## src/rtl/rv32_pkg.sv

```systemverilog
// Shared RV32 constants and types for the fetch front end.
package rv32_pkg;
    localparam int XLEN = 32;
    localparam int ILEN = 32;
    localparam logic [XLEN-1:0] RESET_PC_DEFAULT = 32'h0000_0000;
    localparam logic [XLEN-1:0] PC_STEP          = 32'h0000_0004;
    localparam logic [ILEN-1:0] NOP_INSTR        = 32'h0000_0013;

    typedef struct packed {
        logic [XLEN-1:0] pc;
        logic [ILEN-1:0] word;
    } fetch_entry_t;

    // Fetch targets are word aligned; low two bits are discarded.
    function automatic logic [XLEN-1:0] pc_align(input logic [XLEN-1:0] pc);
        return {pc[XLEN-1:2], 2'b00};
    endfunction
endpackage

```

## src/rtl/instr_fetch_unit_if.sv

```systemverilog
// Memory request/response, redirect and decode handshakes of the fetch unit.
interface instr_fetch_unit_if
    import rv32_pkg::*;
();
    logic            imem_req_valid;
    logic            imem_req_ready;
    logic [XLEN-1:0] imem_req_addr;
    logic            imem_rsp_valid;
    logic [ILEN-1:0] imem_rsp_data;
    logic            redirect_valid;
    logic [XLEN-1:0] redirect_pc;
    logic            instr_valid;
    logic            instr_ready;
    logic [ILEN-1:0] instr;
    logic [XLEN-1:0] instr_pc;

    modport master (
        input  imem_req_ready, imem_rsp_valid, imem_rsp_data,
               redirect_valid, redirect_pc, instr_ready,
        output imem_req_valid, imem_req_addr, instr_valid, instr, instr_pc
    );

    modport slave (
        output imem_req_ready, imem_rsp_valid, imem_rsp_data,
               redirect_valid, redirect_pc, instr_ready,
        input  imem_req_valid, imem_req_addr, instr_valid, instr, instr_pc
    );
endinterface

```

## src/rtl/fetch_fifo.sv

```systemverilog
// Synchronous FIFO with flush and occupancy count; push and pop may coincide at any fill level.
module fetch_fifo #(
    parameter  int WIDTH = 64,
    parameter  int DEPTH = 2,
    localparam int CW    = $clog2(DEPTH + 1)
) (
    input  logic             clk,
    input  logic             rst_n,
    input  logic             i_push,
    input  logic             i_pop,
    input  logic             i_flush,
    input  logic [WIDTH-1:0] i_wdata,
    output logic [WIDTH-1:0] o_rdata,
    output logic [CW-1:0]    o_count,
    output logic             o_empty,
    output logic             o_full
);
    localparam int AW = (DEPTH > 1) ? $clog2(DEPTH) : 1;

    logic [WIDTH-1:0] r_mem [DEPTH];
    logic [AW-1:0]    r_rd_ptr;
    logic [AW-1:0]    r_wr_ptr;
    logic [CW-1:0]    r_count;
    logic             w_push;
    logic             w_pop;

    function automatic logic [AW-1:0] ptr_inc(input logic [AW-1:0] ptr);
        return (ptr == AW'(DEPTH - 1)) ? {AW{1'b0}} : ptr + AW'(1'b1);
    endfunction

    assign o_empty = (r_count == {CW{1'b0}});
    assign o_full  = (r_count == CW'(DEPTH));
    assign w_push  = i_push & ~i_flush & (~o_full | i_pop);
    assign w_pop   = i_pop & ~i_flush & ~o_empty;
    assign o_rdata = r_mem[r_rd_ptr];
    assign o_count = r_count;

    // Entry storage; cleared on reset so the head reads zero when idle.
    always_ff @(posedge clk or negedge rst_n) begin
        if (!rst_n) begin
            for (int i = 0; i < DEPTH; i++) begin
                r_mem[i] <= {WIDTH{1'b0}};
            end
        end else if (w_push) begin
            r_mem[r_wr_ptr] <= i_wdata;
        end else begin
            r_mem[r_wr_ptr] <= r_mem[r_wr_ptr];
        end
    end

    // Pointer and occupancy tracking.
    always_ff @(posedge clk or negedge rst_n) begin
        if (!rst_n) begin
            r_rd_ptr <= {AW{1'b0}};
            r_wr_ptr <= {AW{1'b0}};
            r_count  <= {CW{1'b0}};
        end else if (i_flush) begin
            r_rd_ptr <= {AW{1'b0}};
            r_wr_ptr <= {AW{1'b0}};
            r_count  <= {CW{1'b0}};
        end else begin
            if (w_push) r_wr_ptr <= ptr_inc(r_wr_ptr);
            else        r_wr_ptr <= r_wr_ptr;
            if (w_pop)  r_rd_ptr <= ptr_inc(r_rd_ptr);
            else        r_rd_ptr <= r_rd_ptr;
            case ({w_push, w_pop})
                2'b10:   r_count <= r_count + CW'(1'b1);
                2'b01:   r_count <= r_count - CW'(1'b1);
                default: r_count <= r_count;
            endcase
        end
    end
endmodule

```

## src/rtl/instr_fetch_unit_chk.sv

```systemverilog
// Protocol assertions for the fetch unit's buffer and request port.
module instr_fetch_unit_chk #(
    parameter int XLEN = 32
) (
    input logic            clk,
    input logic            rst_n,
    input logic            i_push,
    input logic            i_pop,
    input logic            i_full,
    input logic            i_req_valid,
    input logic [XLEN-1:0] i_req_addr
);
    a_no_overflow: assert property (@(posedge clk) disable iff (!rst_n)
        (i_push && i_full) |-> i_pop);

    a_addr_aligned: assert property (@(posedge clk) disable iff (!rst_n)
        i_req_valid |-> (i_req_addr[1:0] == 2'b00));
endmodule

```

## src/rtl/instr_fetch_unit.sv

```systemverilog
// Instruction fetch: credit-limited in-order requests, response buffering and redirect squash.
module instr_fetch_unit
    import rv32_pkg::*;
#(
    parameter logic [XLEN-1:0] RESET_PC = RESET_PC_DEFAULT,
    parameter int              DEPTH    = 2
) (
    input logic                clk,
    input logic                rst_n,
    instr_fetch_unit_if.master bus
);
    localparam int              CW      = $clog2(DEPTH + 1);
    localparam int              EW      = $bits(fetch_entry_t);
    localparam logic [CW:0]     DEPTH_W = (CW + 1)'(DEPTH);

    logic [XLEN-1:0] r_fpc;
    logic [XLEN-1:0] r_rpc;
    logic [CW-1:0]   r_outstanding;
    logic [CW-1:0]   r_discard;

    logic [CW-1:0]   w_count;
    logic [CW-1:0]   w_out_next;
    logic [CW:0]     w_inflight;
    logic            w_empty;
    logic            w_full;
    logic            w_req_valid;
    logic            w_req_fire;
    logic            w_push;
    logic            w_pop;
    logic            w_instr_valid;
    logic [XLEN-1:0] w_redirect_pc;
    logic [EW-1:0]   w_head_bits;
    fetch_entry_t    w_head;
    fetch_entry_t    w_tail;

    // Credit covers both words in flight and words already buffered.
    assign w_inflight    = {1'b0, r_outstanding} + {1'b0, w_count};
    assign w_req_valid   = (w_inflight < DEPTH_W);
    assign w_req_fire    = w_req_valid & bus.imem_req_ready;
    assign w_out_next    = r_outstanding + CW'(w_req_fire) - CW'(bus.imem_rsp_valid);
    assign w_push        = bus.imem_rsp_valid & ~bus.redirect_valid & (r_discard == {CW{1'b0}});
    assign w_instr_valid = ~w_empty & ~bus.redirect_valid;
    assign w_pop         = w_instr_valid & bus.instr_ready;
    assign w_redirect_pc = pc_align(bus.redirect_pc);
    assign w_tail        = '{pc: r_rpc, word: bus.imem_rsp_data};
    assign w_head        = fetch_entry_t'(w_head_bits);

    assign bus.imem_req_valid = w_req_valid;
    assign bus.imem_req_addr  = r_fpc;
    assign bus.instr_valid    = w_instr_valid;
    assign bus.instr          = w_head.word;
    assign bus.instr_pc       = w_head.pc;

    // PCs and in-flight bookkeeping; a redirect squashes everything still outstanding.
    always_ff @(posedge clk or negedge rst_n) begin
        if (!rst_n) begin
            r_fpc         <= RESET_PC;
            r_rpc         <= RESET_PC;
            r_outstanding <= {CW{1'b0}};
            r_discard     <= {CW{1'b0}};
        end else if (bus.redirect_valid) begin
            r_fpc         <= w_redirect_pc;
            r_rpc         <= w_redirect_pc;
            r_outstanding <= w_out_next;
            r_discard     <= w_out_next;
        end else begin
            r_outstanding <= w_out_next;
            if (w_req_fire) r_fpc <= r_fpc + PC_STEP;
            else            r_fpc <= r_fpc;
            if (bus.imem_rsp_valid && (r_discard != {CW{1'b0}})) begin
                r_discard <= r_discard - CW'(1'b1);
                r_rpc     <= r_rpc;
            end else if (bus.imem_rsp_valid) begin
                r_discard <= r_discard;
                r_rpc     <= r_rpc + PC_STEP;
            end else begin
                r_discard <= r_discard;
                r_rpc     <= r_rpc;
            end
        end
    end

    fetch_fifo #(
        .WIDTH (EW),
        .DEPTH (DEPTH)
    ) u_fifo (
        .clk     (clk),
        .rst_n   (rst_n),
        .i_push  (w_push),
        .i_pop   (w_pop),
        .i_flush (bus.redirect_valid),
        .i_wdata (w_tail),
        .o_rdata (w_head_bits),
        .o_count (w_count),
        .o_empty (w_empty),
        .o_full  (w_full)
    );

    instr_fetch_unit_chk #(
        .XLEN (XLEN)
    ) u_chk (
        .clk         (clk),
        .rst_n       (rst_n),
        .i_push      (w_push),
        .i_pop       (w_pop),
        .i_full      (w_full),
        .i_req_valid (w_req_valid),
        .i_req_addr  (r_fpc)
    );
endmodule
```

## src/flat_wrapper.sv

```systemverilog
// flat-port wrapper written by rule: the top's interface ports become plain ports
module instr_fetch_unit_flat import rv32_pkg::*;
#(
    parameter logic [XLEN-1:0] RESET_PC = RESET_PC_DEFAULT,
    parameter int              DEPTH    = 2
)
  (clk, rst_n, bus_imem_req_ready, bus_imem_rsp_valid, bus_imem_rsp_data, bus_redirect_valid, bus_redirect_pc, bus_instr_ready, bus_imem_req_valid, bus_imem_req_addr, bus_instr_valid, bus_instr, bus_instr_pc);
  instr_fetch_unit_if bus_i ();
  input logic clk;
  input logic rst_n;
  input wire logic [$bits(bus_i.imem_req_ready)-1:0] bus_imem_req_ready;
  input wire logic [$bits(bus_i.imem_rsp_valid)-1:0] bus_imem_rsp_valid;
  input wire logic [$bits(bus_i.imem_rsp_data)-1:0] bus_imem_rsp_data;
  input wire logic [$bits(bus_i.redirect_valid)-1:0] bus_redirect_valid;
  input wire logic [$bits(bus_i.redirect_pc)-1:0] bus_redirect_pc;
  input wire logic [$bits(bus_i.instr_ready)-1:0] bus_instr_ready;
  output wire logic [$bits(bus_i.imem_req_valid)-1:0] bus_imem_req_valid;
  output wire logic [$bits(bus_i.imem_req_addr)-1:0] bus_imem_req_addr;
  output wire logic [$bits(bus_i.instr_valid)-1:0] bus_instr_valid;
  output wire logic [$bits(bus_i.instr)-1:0] bus_instr;
  output wire logic [$bits(bus_i.instr_pc)-1:0] bus_instr_pc;
  assign bus_i.imem_req_ready = bus_imem_req_ready;
  assign bus_i.imem_rsp_valid = bus_imem_rsp_valid;
  assign bus_i.imem_rsp_data = bus_imem_rsp_data;
  assign bus_i.redirect_valid = bus_redirect_valid;
  assign bus_i.redirect_pc = bus_redirect_pc;
  assign bus_i.instr_ready = bus_instr_ready;
  assign bus_imem_req_valid = bus_i.imem_req_valid;
  assign bus_imem_req_addr = bus_i.imem_req_addr;
  assign bus_instr_valid = bus_i.instr_valid;
  assign bus_instr = bus_i.instr;
  assign bus_instr_pc = bus_i.instr_pc;
  instr_fetch_unit #(.RESET_PC(RESET_PC), .DEPTH(DEPTH)) u_core (.clk(clk), .rst_n(rst_n), .bus(bus_i));
endmodule
```

## config.mk

```make
export PLATFORM = sky130hd
export DESIGN_NAME = instr_fetch_unit_flat
export DESIGN_NICKNAME = d
export VERILOG_FILES = /design/src/rtl/rv32_pkg.sv /design/src/rtl/instr_fetch_unit_if.sv /design/src/rtl/fetch_fifo.sv /design/src/rtl/instr_fetch_unit_chk.sv /design/src/rtl/instr_fetch_unit.sv /design/src/flat_wrapper.sv
export SDC_FILE = /design/constraint.sdc
export NUM_CORES = 1
export LEC_CHECK = 0
export BUFFER_PORTS_ARGS = -buffer_cell sky130_fd_sc_hd__buf_4
export CAP_MARGIN = 20
export CORE_UTILIZATION = 55
export DETAILED_ROUTE_END_ITERATION = 10
export MAX_ROUTING_LAYER = met4
export PLACE_DENSITY = 0.81
export REMOVE_ABC_BUFFERS = 1
export SLEW_MARGIN = 40
export SYNTH_ARGS = -nofsm -noshare
export SYNTH_HDL_FRONTEND = slang
export SYNTH_HIERARCHICAL = 1
export SYNTH_SLANG_ARGS = --single-unit
```

## constraint.sdc

```tcl
create_clock -name clk -period 3 [get_ports clk]
set_input_delay 0.3 -clock clk [delete_from_list [all_inputs] [get_ports clk]]
set_output_delay 0.3 -clock clk [all_outputs]
set_load 0.05 [all_outputs]
```

==> impl_metrics.ini <==
[drt]
num_vias = 7033
first_iter_violations = 447
ant_nets = 0
firstDrtPassIters = 5
via_per_inst = 5.91
routedWlPerCell_um = 18.3
routed_wl_mm = 21.8
drc = 0

[die]
die_w_um = 136
rows = 48
core_um2 = 17400
dieArea_um2 = 18500
ioPinCount = 168
initial_core_util_pct = 56.6
die_h_um = 136

[cells_and_area]
diodes = 0
seq_area_um2 = 4910
layout-drive-gt1-share_pct = 45.3
multi_input_area_um2 = 4700
fin_nets = 1028
instances_no_fill = 1190
final_core_util_pct = 68.8
fill_cells = 1280
area_growth_pct = 21.5

[clock_network]
clock_latency_ps = 430
cts.sinks = 196
cts_buffers = 17
cts_buffer_depth = 2
clk_pin_slew_worst_paths_ps = 70
root_buffer = clkbuf_16
cts_max_level = 4
cts-resized-gates = 0
cts_tree = built

[synth]
yosys_warnings = 6
avgSynthCellArea_um2 = 12.5
synth_area_um2 = 9860
syn-instance-count = 787

[setup_path]
cp_max_fo = 8
cp.arrival_ps = 3140
critPathKind = flop to flop
path_cells = and2_1 -> fa_1 -> nand4bb_1 -> or4_1 -> or4_1 -> a31oi_1
crit_buf_inv = 0
crit_top_cell = or4_1
required_ps = 3350
cpPeakStageDelay_ps = 650
path_delay_family = simple AND/OR/NAND/NOR gates
cp-start-kind = flop
critPathSlowestCell = or4_1
cp-end-kind = flop

[place]
hpwlAfterDp_mm = 15.0
io_buffer_count = 163
globalplace.congestion = 0.887
pre_cts_ws_ps = 265
placed_cells = 1157

[sta]
max_freq_ghz = 0.358
worst_slack_ps = 207
fin_worst_skew_ps = 8.99
final.min_clock_period_ps = 2790
rsz0062_at_grt = false
hold_violations = 0
fin_crit_sh_pct = 93.1
setup_viol = 0
worst_pin_slew_ps = 699
finalMaxSlewViolations = 0
relSlewSlack_pct = 53.3

[grt]
grt_pass1_wl_mm = 35.3
grt_use_total_pct = 25.2
grt_max_degree = 81
antenna_found_initial = 0
grt_overflow = 0
grt_pass1_vias = 6979

[power_and_ir_drop]
p_leak_nw = 5.52
max-vdd-ir-drop_v = 0.000527
power_per_cell_area_nw_per_um2 = 924

[run]
max_cap_violations = 0

[outcome]
outcome = finished clean

[hold_path]
min_path_type = input port to flop
## final cells by class
cell class | instances | share of cell area, %
Clock inverter | 12 | 1.11
Tap cell | 225 | 2.35
Clock buffer | 20 | 3.73
Timing Repair Buffer | 183 | 12.2
Inverter | 14 | 0.439
Multi-Input combinational cell | 540 | 39.2
Sequential cell | 196 | 41.0
## routing by layer
metal	track usage [%]	vias up	wire, µm
met2	39.6	223	10400
met5	-	-	0
met3	3.91	26	1140
met1	33.8	3541	9970
li1	-	3243	-
met4	7.47	0	320
## report_power, final
| group | internal (W) | leakage, nW | total (W) | switching [W] |
|---|---|---|---|---|
| sequential | 0.00347 | 2.44 | 0.00401 | 0.000546 |
| clock | 0.00125 | 0.276 | 0.00223 | 0.000983 |
| combinational | 0.00202 | 2.80 | 0.00482 | 0.00280 |
## metrics by stage
stage	setup TNS, ps	total power [W]	hold WS, ps	cell area, µm²
after floorplan	-256880	0.00750	4.41	9650
after global placement	0	0.00875	384	11400
after detailed placement	0	0.00887	393	11400
after CTS	0	0.0111	89.9	12000
after global routing	0	0.0116	95.7	12000
final	0	0.0111	111	12000
## final timing paths
path	startpoint	to	slack [ps]	cells past startpoint
max	u_core/u_fifo/o_count[0]	u_core/bus.imem_req_addr[21]	210	6
max reg2reg	u_core/u_fifo/o_count[0]	u_core/bus.imem_req_addr[21]	210	6
max in group asynchronous	rst_n	u_core/bus.imem_req_addr[31]	1810	3
min	bus_imem_rsp_data[18]	u_core/u_fifo/r_mem[82]	110	2
min in group asynchronous	rst_n	u_core/u_fifo/r_mem[74]	490	2
min reg2reg	u_core/u_fifo/r_mem[8]	u_core/u_fifo/r_mem[8]	500	1
## cells in the final DEF, fill, tap and decap left out, types with 3 or more instances in the layout
| master | count |
|---|---|
| or2_2 | 4 |
| nor2b_1 | 11 |
| clkbuf_16 | 17 |
| nor3_1 | 27 |
| o21ai_0 | 13 |
| a21oi_1 | 11 |
| clkinv_2 | 3 |
| mux2_4 | 49 |
| a31oi_1 | 12 |
| nor4_1 | 10 |
| clkinv_4 | 4 |
| inv_1 | 13 |
| mux2_2 | 161 |
| and4_1 | 11 |
| o31ai_1 | 10 |
| nand2b_1 | 6 |
| dfrtp_1 | 195 |
| nand2_1 | 22 |
| or3_1 | 9 |
| mux2i_1 | 3 |
| o311a_1 | 3 |
| nand4_1 | 16 |
| buf_4 | 175 |
| xnor2_1 | 21 |
| a211oi_1 | 14 |
| or4_1 | 12 |
| clkinvlp_4 | 3 |
| nor2_1 | 34 |
| and3_1 | 10 |
| buf_12 | 6 |
| a311oi_1 | 7 |
| nand3_1 | 17 |
| ha_1 | 5 |
| conb_1 | 6 |
| xor2_1 | 5 |
| and2_1 | 6 |
## registers in the layout, summed over array words and instances, names as in the netlist
register	count
u_core/bus.imem_req_addr	30
u_core/r_discard	2
u_core/r_outstanding	2
u_core/r_rpc	30
u_core/u_fifo/o_count	2
u_core/u_fifo/r_mem	128
u_core/u_fifo/r_rd_ptr	1
u_core/u_fifo/r_wr_ptr	1
## worst register-to-register path: stages, from the launching register on
cell       delay, ps
dfrtp_1          450
and2_1           180
fa_1             500
nand4bb_1        310
or4_1            650
or4_1            460
a31oi_1          170
## what timing repair did
item / CTS / global route
endpoints found under the hold margin: 75 / 0
buffers inserted: 0 / 0
hold buffers: 1 / 0
Power figures use the tool's default switching activity.
